### config.mk
export PLATFORM = sky130hd
export DESIGN_NAME = mul_share_sched_flat
export DESIGN_NICKNAME = d
export VERILOG_FILES = /design/src/rtl/mul_share_sched_pkg.sv /design/src/rtl/mul_share_sched_if.sv /design/src/rtl/mul_share_sched_mul_unit.sv /design/src/rtl/mul_share_sched.sv /design/src/flat_wrapper.sv
export SDC_FILE = /design/constraint.sdc
export NUM_CORES = 1
export LEC_CHECK = 0
export BUFFER_PORTS_ARGS = -buffer_cell sky130_fd_sc_hd__clkbuf_2
export CAP_MARGIN = 20
export CORE_MARGIN = 10
export CORE_UTILIZATION = 43
export CTS_BUF_LIST = sky130_fd_sc_hd__clkbuf_2 sky130_fd_sc_hd__clkbuf_4 sky130_fd_sc_hd__clkbuf_8
export DETAILED_ROUTE_END_ITERATION = 10
export GPL_TIMING_DRIVEN = 1
export PLACE_DENSITY = 0.67
export SLEW_MARGIN = 15
export SYNTH_ARGS = -nofsm -noshare
export SYNTH_HDL_FRONTEND = slang
export SYNTH_SLANG_ARGS = --single-unit
### constraint.sdc
create_clock -name clk -period 4.4 [get_ports clk]
set_input_delay 0.88 -clock clk [delete_from_list [all_inputs] [get_ports clk]]
set_output_delay 0.88 -clock clk [all_outputs]
set_load 0.05 [all_outputs]
### src/rtl/mul_share_sched_pkg.sv
// Shared types and helpers for the multiplier-sharing scheduler: FSM encoding,
// default sizes and the round-robin grant picker.
package mul_share_sched_pkg;

    localparam int DEF_W     = 3;
    localparam int DEF_N_REQ = 4;
    localparam int MAX_REQ   = 8;

    typedef enum logic [1:0] {
        IDLE = 2'd0,
        CALC = 2'd1,
        HOLD = 2'd2
    } state_t;

    typedef struct packed {
        logic               any;
        logic [2:0]         idx;
        logic [MAX_REQ-1:0] gnt;
    } pick_t;

    // First set bit of req scanning upward from ptr, wrapping at n (n <= MAX_REQ).
    function automatic pick_t rr_pick(input logic [MAX_REQ-1:0] req,
                                      input logic [2:0]         ptr,
                                      input logic [3:0]         n);
        pick_t      p;
        logic [3:0] j;
        p = '0;
        for (int k = 0; k < MAX_REQ; k++) begin
            j = {1'b0, ptr} + 4'(k);
            if (j >= n) j = j - n;
            if (!p.any && (4'(k) < n) && req[j[2:0]]) begin
                p.any         = 1'b1;
                p.idx         = j[2:0];
                p.gnt[j[2:0]] = 1'b1;
            end
        end
        return p;
    endfunction

endpackage

### src/rtl/mul_share_sched_if.sv
// Request/response bundle between clients (master) and the scheduler (slave).
interface mul_share_sched_if
    import mul_share_sched_pkg::*;
#(
    parameter int N_REQ = DEF_N_REQ,
    parameter int W     = DEF_W,
    parameter int IDW   = 2
);
    // Handshakes: a transfer happens on a rising edge where valid and ready are
    // both 1; valid never waits on ready, and a held response keeps its payload
    // stable until that transfer.
    logic [N_REQ-1:0]   req_valid;
    logic [N_REQ*W-1:0] req_a;
    logic [N_REQ*W-1:0] req_b;
    logic [N_REQ-1:0]   req_ready;
    logic               rsp_valid;
    logic [IDW-1:0]     rsp_id;
    logic [2*W-1:0]     rsp_prod;
    logic               rsp_hi;
    logic               rsp_ready;

    modport master (
        output req_valid, req_a, req_b, rsp_ready,
        input  req_ready, rsp_valid, rsp_id, rsp_prod, rsp_hi
    );

    modport slave (
        input  req_valid, req_a, req_b, rsp_ready,
        output req_ready, rsp_valid, rsp_id, rsp_prod, rsp_hi
    );

endinterface

### src/rtl/mul_share_sched_mul_unit.sv
// Shared combinational WxW unsigned multiplier with a product-overflows-W flag.
module mul_unit
    import mul_share_sched_pkg::*;
#(
    parameter int W = DEF_W
) (
    input  logic [W-1:0]   a,
    input  logic [W-1:0]   b,
    output logic [2*W-1:0] prod,
    output logic           hi
);

    assign prod = (2*W)'(a) * (2*W)'(b);
    assign hi   = |prod[2*W-1:W];

endmodule

### src/rtl/mul_share_sched.sv
// Round-robin scheduler that serialises requesters onto one shared multiplier:
// IDLE grants and latches operands, CALC multiplies, HOLD waits for the consumer.
module mul_share_sched
    import mul_share_sched_pkg::*;
#(
    parameter int N_REQ = DEF_N_REQ,
    parameter int W     = DEF_W,
    parameter int IDW   = 2
) (
    input  logic                clk,
    input  logic                reset,
    mul_share_sched_if.slave    bus,
    output state_t              dbg_state
);

    state_t             state, state_nxt;
    logic [W-1:0]       op_a, op_b;
    logic [IDW-1:0]     cur_id, rr_ptr, win_id;
    logic [MAX_REQ-1:0] req_pad;
    pick_t              pick;
    logic               pick_unused;
    logic [N_REQ-1:0]   req_ready_c;
    logic               accept, compute, release_rsp;
    logic [2*W-1:0]     mul_prod;
    logic               mul_hi;
    logic [2*W-1:0]     rsp_prod_q;
    logic               rsp_hi_q, rsp_valid_q;
    logic [IDW-1:0]     rsp_id_q;

    always_comb begin
        req_pad              = '0;
        req_pad[N_REQ-1:0]   = bus.req_valid;
    end

    assign pick        = rr_pick(req_pad, 3'(rr_ptr), 4'(N_REQ));
    assign win_id      = IDW'(pick.idx);
    assign pick_unused = ^pick;

    mul_unit #(.W(W)) u_mul (
        .a    (op_a),
        .b    (op_b),
        .prod (mul_prod),
        .hi   (mul_hi)
    );

    always_ff @(posedge clk) begin
        if (reset) state <= IDLE;
        else       state <= state_nxt;
    end

    always_comb begin
        state_nxt   = state;
        req_ready_c = '0;
        accept      = 1'b0;
        compute     = 1'b0;
        release_rsp = 1'b0;
        case (state)
            IDLE: begin
                req_ready_c = pick.gnt[N_REQ-1:0];
                if (pick.any) begin
                    accept    = 1'b1;
                    state_nxt = CALC;
                end
            end
            CALC: begin
                compute   = 1'b1;
                state_nxt = HOLD;
            end
            HOLD: begin
                if (bus.rsp_ready) begin
                    release_rsp = 1'b1;
                    state_nxt   = IDLE;
                end
            end
            default: state_nxt = IDLE;
        endcase
    end

    // Operands are copied at grant so later changes on the request lines are ignored.
    always_ff @(posedge clk) begin
        if (reset) begin
            op_a        <= '0;
            op_b        <= '0;
            cur_id      <= '0;
            rr_ptr      <= '0;
            rsp_prod_q  <= '0;
            rsp_hi_q    <= 1'b0;
            rsp_id_q    <= '0;
            rsp_valid_q <= 1'b0;
        end else begin
            if (accept) begin
                op_a   <= bus.req_a[int'(win_id)*W +: W];
                op_b   <= bus.req_b[int'(win_id)*W +: W];
                cur_id <= win_id;
                rr_ptr <= (win_id == IDW'(N_REQ-1)) ? '0 : win_id + IDW'(1);
            end
            if (compute) begin
                rsp_prod_q  <= mul_prod;
                rsp_hi_q    <= mul_hi;
                rsp_id_q    <= cur_id;
                rsp_valid_q <= 1'b1;
            end
            if (release_rsp) begin
                rsp_valid_q <= 1'b0;
            end
        end
    end

    assign bus.req_ready = req_ready_c;
    assign bus.rsp_valid = rsp_valid_q;
    assign bus.rsp_id    = rsp_id_q;
    assign bus.rsp_prod  = rsp_prod_q;
    assign bus.rsp_hi    = rsp_hi_q;
    assign dbg_state     = state;

endmodule

### src/flat_wrapper.sv
// flat-port wrapper written by rule: the top's interface ports become plain ports
module mul_share_sched_flat import mul_share_sched_pkg::*;
#(
    parameter int N_REQ = DEF_N_REQ,
    parameter int W     = DEF_W,
    parameter int IDW   = 2
)
  (clk, reset, dbg_state, bus_req_valid, bus_req_a, bus_req_b, bus_rsp_ready, bus_req_ready, bus_rsp_valid, bus_rsp_id, bus_rsp_prod, bus_rsp_hi);
  mul_share_sched_if #(.N_REQ(N_REQ), .W(W), .IDW(IDW)) bus_i ();
  input  logic clk;
  input  logic reset;
  output state_t dbg_state;
  input wire logic [$bits(bus_i.req_valid)-1:0] bus_req_valid;
  input wire logic [$bits(bus_i.req_a)-1:0] bus_req_a;
  input wire logic [$bits(bus_i.req_b)-1:0] bus_req_b;
  input wire logic [$bits(bus_i.rsp_ready)-1:0] bus_rsp_ready;
  output wire logic [$bits(bus_i.req_ready)-1:0] bus_req_ready;
  output wire logic [$bits(bus_i.rsp_valid)-1:0] bus_rsp_valid;
  output wire logic [$bits(bus_i.rsp_id)-1:0] bus_rsp_id;
  output wire logic [$bits(bus_i.rsp_prod)-1:0] bus_rsp_prod;
  output wire logic [$bits(bus_i.rsp_hi)-1:0] bus_rsp_hi;
  assign bus_i.req_valid = bus_req_valid;
  assign bus_i.req_a = bus_req_a;
  assign bus_i.req_b = bus_req_b;
  assign bus_i.rsp_ready = bus_rsp_ready;
  assign bus_req_ready = bus_i.req_ready;
  assign bus_rsp_valid = bus_i.rsp_valid;
  assign bus_rsp_id = bus_i.rsp_id;
  assign bus_rsp_prod = bus_i.rsp_prod;
  assign bus_rsp_hi = bus_i.rsp_hi;
  mul_share_sched #(.N_REQ(N_REQ), .W(W), .IDW(IDW)) u_core (.clk(clk), .reset(reset), .bus(bus_i), .dbg_state(dbg_state));
endmodule
Word-level counts from Yosys, hierarchy flattened
Cells that the tools add are included.
W data, S select, Z words.

cells by class
  add/sub/neg operators = 8
  multipliers = 2
  div/mod/pow operators = 0
  order comparisons = 12
  equal/unequal tests = 5
  shift-type cells = 2
  multiplexer cells = 34
  bitwise operators = 3
  reduce and logical (&&, ||, !) cells = 14

operators by type and width
  operator               number
  $shiftx A12 B32 Y3     2
  $mux W12               4
  $or A8 B8 Y8           3
  $lt A3 B4 Y1 const B   4
  $mux W1                13
  $bmux W1 S3            4
  $demux W1 S3           4
  $ge A3 B1 Y1 const B   4
  $ge A4 B3 Y1 const B   3
  $mux W3                4
  $sub A3 B3 Y3 const B  3
  $logic_and A1 B1 Y1    7
  $add A2 B2 Y3 const B  2
  $mul A3 B3 Y6          1
  $mux W2                3
  $pmux W2 S3            1
  $eq A2 B2 Y1 const B   2
  $mul A2 B2 Y4 const B  1
  $mux W4                1
  $add A2 B1 Y3 const B  1
  $ge A2 B3 Y1 const B   1
  $logic_not A1 Y1       3
  $reduce_or A3 Y1       1
  $sub A2 B3 Y3 const B  1
  7 further kinds        7

storage, ports and cells
  bits in registers = 22
  bits in latches = 0
  memory bits (writable) = 0
  bits in read-only memories = 0
  input port bits = 31
  output and inout bits = 16
  memories = 0

Logic depth before layout (Yosys ltp)
  depth in word-level cells = 18
  mapped depth = 12

Cells and area by module
A second synthesis with hierarchy kept.

second synthesis, totals
  cell total of the unflattened synthesis = 221
  area total of the unflattened synthesis = 1841.8 um2

modules (own cells, without submodules)
  module           instances  cells an instance  area an instance (um2)  sequential area each (um2)
  mul_share_sched  1          196                1636.6                  440.4
  mul_unit         1          25                 205.2                   0.0

Least setup slack after synthesis
OpenSTA, ideal clock, no wires.

  path kind = register to output
  start point = register u_core.rr_ptr[0]
  end point = output bus_req_ready[0]
  arrival = 2638 ps
  setup slack = 882 ps
  cell stages (with the launch flop) = 10
  path buffers = 2
  cells stage by stage = dfxtp_1 -> buf_6 -> buf_8 -> inv_1 -> ha_1 -> mux4_1 -> nand2_1 -> nor4_4 -> a221oi_1 -> nor2_1

between the ends
  word-level cells in the longest chain between the ends = 15
  elaborated cells between the ends (all ways) = 57
  those cells by class = 7 x add/sub; 12 x order compare; 25 x mux; 3 x bitwise; 10 x reduce/logical

RTL lines
  what                                                   line                       RTL
  from (decl)                                            mul_share_sched.sv:18      logic [IDW-1:0] cur_id, rr_ptr, win_id;
  from (signal assigned)                                 mul_share_sched.sv:95      rr_ptr <= (win_id == IDW'(N_REQ-1)) ? '0 : win_id + IDW'(1);
  branches (longest 13 deep; another with $ge A4 B3 Y1)  --
  $mux W12 *                                             mul_share_sched_pkg.sv:31  if (!p.any && (4'(k) < n) && req[j[2:0]]) begin
  $mux W4 *                                              mul_share_sched.sv:57      case (state)
  to (decl)                                              flat_wrapper.sv:17         output wire logic [$bits(bus_i.req_ready)-1:0] bus_req_ready;

Every way passes the cells marked *. The select of a mux whose other input is x is not followed.

Worst setup path in the final report
  start point = register u_core.rr_ptr[1]
  end point = output bus_req_ready[0]

The elaborated chain is that of the path after synthesis.

==> flow_summary.json <==
{
  "finalSetupViolCount": 0,
  "io_pins": 47,
  "synthArstFlopShare_pct": 0,
  "critPathLaunchType": "flop",
  "nets": 288,
  "area_delta_synth_final_pct": 16.9,
  "yosys_warnings": 0,
  "slew_violations": 0,
  "worstReg2RegStart": "u_core.rr_ptr[1]$_SDFFE_PP0P_",
  "post_drt_wl_per_cell_um": 14.0,
  "path_max_fanout": 10,
  "grt_setup_unrepaired": "false",
  "crit_arrival_ps": 2790,
  "crit_start": "u_core.rr_ptr[1]$_SDFFE_PP0P_",
  "fp.dieH_um": 84.3,
  "max_freq_mhz": 272,
  "reg2reg_setup_slack_ps": 1210,
  "post_cts_buffers": 0,
  "worstPathCellList": "inv_1 > ha_1 > mux4_1 > nand2_1 > nor4_4 > a221oi_1 > nor2_1 > clkbuf_2",
  "grt_max_degree": 23,
  "syn_area_per_cell_um2": 9.02,
  "min_path_type": "flop to flop",
  "final_antenna_net_count": 0,
  "drc": 0,
  "clk_latency_ps": 260,
  "gp_congestion": 0.789,
  "cp-end-kind": "output port",
  "post_cts_resized": 0,
  "cp_slowest_cell": "dfxtp_1",
  "synth_area_leader_cell": "dfxtp_1",
  "num_rows": 23,
  "drtIter0Drc": 59,
  "fillers": 397,
  "final_hold_viol_count": 0,
  "finalCriticalPeriod_ps": 3670,
  "peakVddDrop_mv": 0.302,
  "cap_violations": 0,
  "ff_latch_area_um2": 440,
  "leakage_nw": 0.926,
  "maxSlewHeadroom_pct": 50.6,
  "grt_pass1_wl_um": 7330,
  "synth_top_flop_cell": "dfxtp_1",
  "root_buffer": "clkbuf_8",
  "grt_pass1_vias": 1633,
  "tightest_slew_ps": 741,
  "die_x_um": 84.3,
  "num_vias": 1559,
  "ys_seq_area_share_pct": 24.8,
  "r2r-end": "u_core.op_a[1]$_SDFFE_PP0P_",
  "synth_seq_cells": 22,
  "grt.overflow.total": 0,
  "initial_core_util_pct": 44.4,
  "path_clk_slew_ps": 70,
  "synth_cell_type_count": 44,
  "first_pass_iters": 5,
  "vias_per_cell": 5.36,
  "status": "complete, no violations",
  "h-tree-depth": 1,
  "multi_input_area_um2": 1250,
  "whs_ps": 453,
  "period_share_pct": 83.5,
  "drive_gt1_share_pct": 27.8,
  "synth_edf_count": 0,
  "portBuffers": 46,
  "synth_nets": 243,
  "path_class": "flop to output port",
  "dp_hpwl_um": 3320,
  "dieArea_um2": 7100,
  "wl_um": 4090,
  "clock_path_buffers": 2,
  "critical_path_required_ps": 3520,
  "cts_hold_buffers": 0,
  "num_antenna_cells": 0,
  "finClkSkew_ps": 4.92,
  "synth_area_leaders": "dfxtp_1, ha_1, mux2i_1",
  "core_um2": 4000,
  "setup_tns_ps": 0,
  "slowest_delay_ps": 530,
  "reg2reg_depth": 8,
  "p_per_area_nw_per_um2": 765,
  "grt_usage_pct": 11.7,
  "crit_path_end": "bus_req_ready[0]",
  "cts_tree": "yes",
  "cts_num_sinks": 22,
  "synthCells": 197,
  "synth_top_area_share_pct": 24.8,
  "netlist_area_um2": 1780,
  "min_path_cells": 2,
  "antenna_found_initial": 0,
  "numCtsBuffers": 3
}
-- worst max-delay path, delay by kind of cell (launching register included) --
family / cells / cell delay [ps]
multiplexers: 1 / 250
adder cells (fa/ha/maj): 1 / 400
AO/OA/AOI/OAI: 1 / 140
flip-flops: 1 / 530
buffers and inverters: 2 / 500
AND/OR/NAND/NOR: 3 / 710
-- cell usage after synthesis, types with 2 or more instances --
library cell / n
mux2_2: 4
a21o_1: 2
a2111oi_1: 3
buf_6: 2
clkbuf_1: 2
nand2b_1: 4
mux2i_1: 14
nor3_1: 2
a221oi_1: 5
nand3_1: 2
dfxtp_1: 22
nor2b_1: 3
a21oi_1: 12
buf_2: 2
o21ai_1: 2
ha_1: 13
nor2_1: 20
xnor2_1: 2
a22oi_1: 4
nand3b_1: 3
o21ai_0: 3
inv_1: 6
nand2_1: 24
a211oi_1: 8
mux2_4: 2
o22a_1: 4
a2bb2oi_1: 2
fa_1: 2
and2_1: 8
-- report_power, final --
group	switching (mW)	internal (mW)	total, mW
Sequential	0.0502	0.266	0.316
Combinational	0.695	0.434	1.13
Clock	0.0632	0.0797	0.143
Total	0.809	0.779	1.59
-- how the worst min path moves through the flow --
stage,end,start
6_report,u_core.bus.rsp_id[0]$_SDFFE_PP0N_,u_core.cur_id[0]$_SDFFE_PP0P_
5_1_grt,u_core.bus.rsp_prod[2]$_SDFFE_PP0N_,u_core.bus.rsp_prod[2]$_SDFFE_PP0N_
4_1_cts,u_core.bus.rsp_id[0]$_SDFFE_PP0N_,u_core.cur_id[0]$_SDFFE_PP0P_
3_5_place_dp,u_core.bus.rsp_id[0]$_SDFFE_PP0N_,u_core.cur_id[0]$_SDFFE_PP0P_
3_3_place_gp,u_core.bus.rsp_id[1]$_SDFFE_PP0N_,u_core.bus.rsp_id[1]$_SDFFE_PP0N_
2_1_floorplan,u_core.bus.rsp_id[0]$_SDFFE_PP0N_,u_core.cur_id[0]$_SDFFE_PP0P_
-- flip-flops by register name, indices dropped and copies added (netlist names) --
register and count:
u_core.bus.rsp_prod 6, u_core.op_a 3, u_core.rr_ptr 2, u_core.cur_id 2, u_core.dbg_state 2, u_core.op_b 3, u_core.bus.rsp_id 2, u_core.bus.rsp_hi 1
u_core.bus.rsp_valid 1
-- metrics by stage --
stage                     cells  instance area [um2]  worst slack [ps]  utilization (%)  power (mW)
after floorplan             197                 1780               882                -        1.27
after global placement      287                 2020               950             50.5        1.44
after detailed placement    287                 2020               914             50.5        1.46
after CTS                   291                 2080               682             51.9        1.60
after global routing        291                 2080               416             51.9        1.74
final                       291                 2080               728             51.9        1.59
-- cell families (layout without fill, tap and decap cells) --
family | Yosys count | count (layout) | synth area share, %
mux | 22 | 22 | 14.9
fa+ha+maj | 15 | 15 | 11.4
compound gates | 51 | 51 | 23.2
flops | 22 | 22 | 24.8
buf+inv | 14 | 58 | 4.79
xor+xnor | 2 | 2 | 0.986
simple gates | 71 | 71 | 20.0
-- area by class of cell --
type | count | share of cell area (%)
Multi-Input combinational cell | 161 | 60.2
Clock buffer | 4 | 2.65
Tap cell | 50 | 3.01
Timing Repair Buffer | 48 | 11.8
Sequential cell | 22 | 21.2
Inverter | 6 | 1.08
-- cell usage in the layout, fill, tap and decap left out, types with 3 or more instances in the layout --
cell,count
a2111oi_1,3
a211oi_1,8
a21oi_1,12
a221oi_1,5
a22oi_1,4
and2_1,8
clkbuf_2,46
clkbuf_8,4
dfxtp_1,22
ha_1,13
inv_1,6
mux2_2,4
mux2i_1,14
nand2_1,24
nand2b_1,4
nand3b_1,3
nor2_1,20
nor2b_1,3
o21ai_0,3
o22a_1,4
-- routing by layer --
metal / vias up / part of all wire (%) / global-route usage [%]
met1: 714 / 46 / 14.0
met4: 0 / 0.37 / 1.83
met2: 34 / 48 / 20.2
met3: 2 / 5.0 / 3.57
li1: 809 / - / -
met5: - / 0 / 0
(Power assumes the default switching activity.)
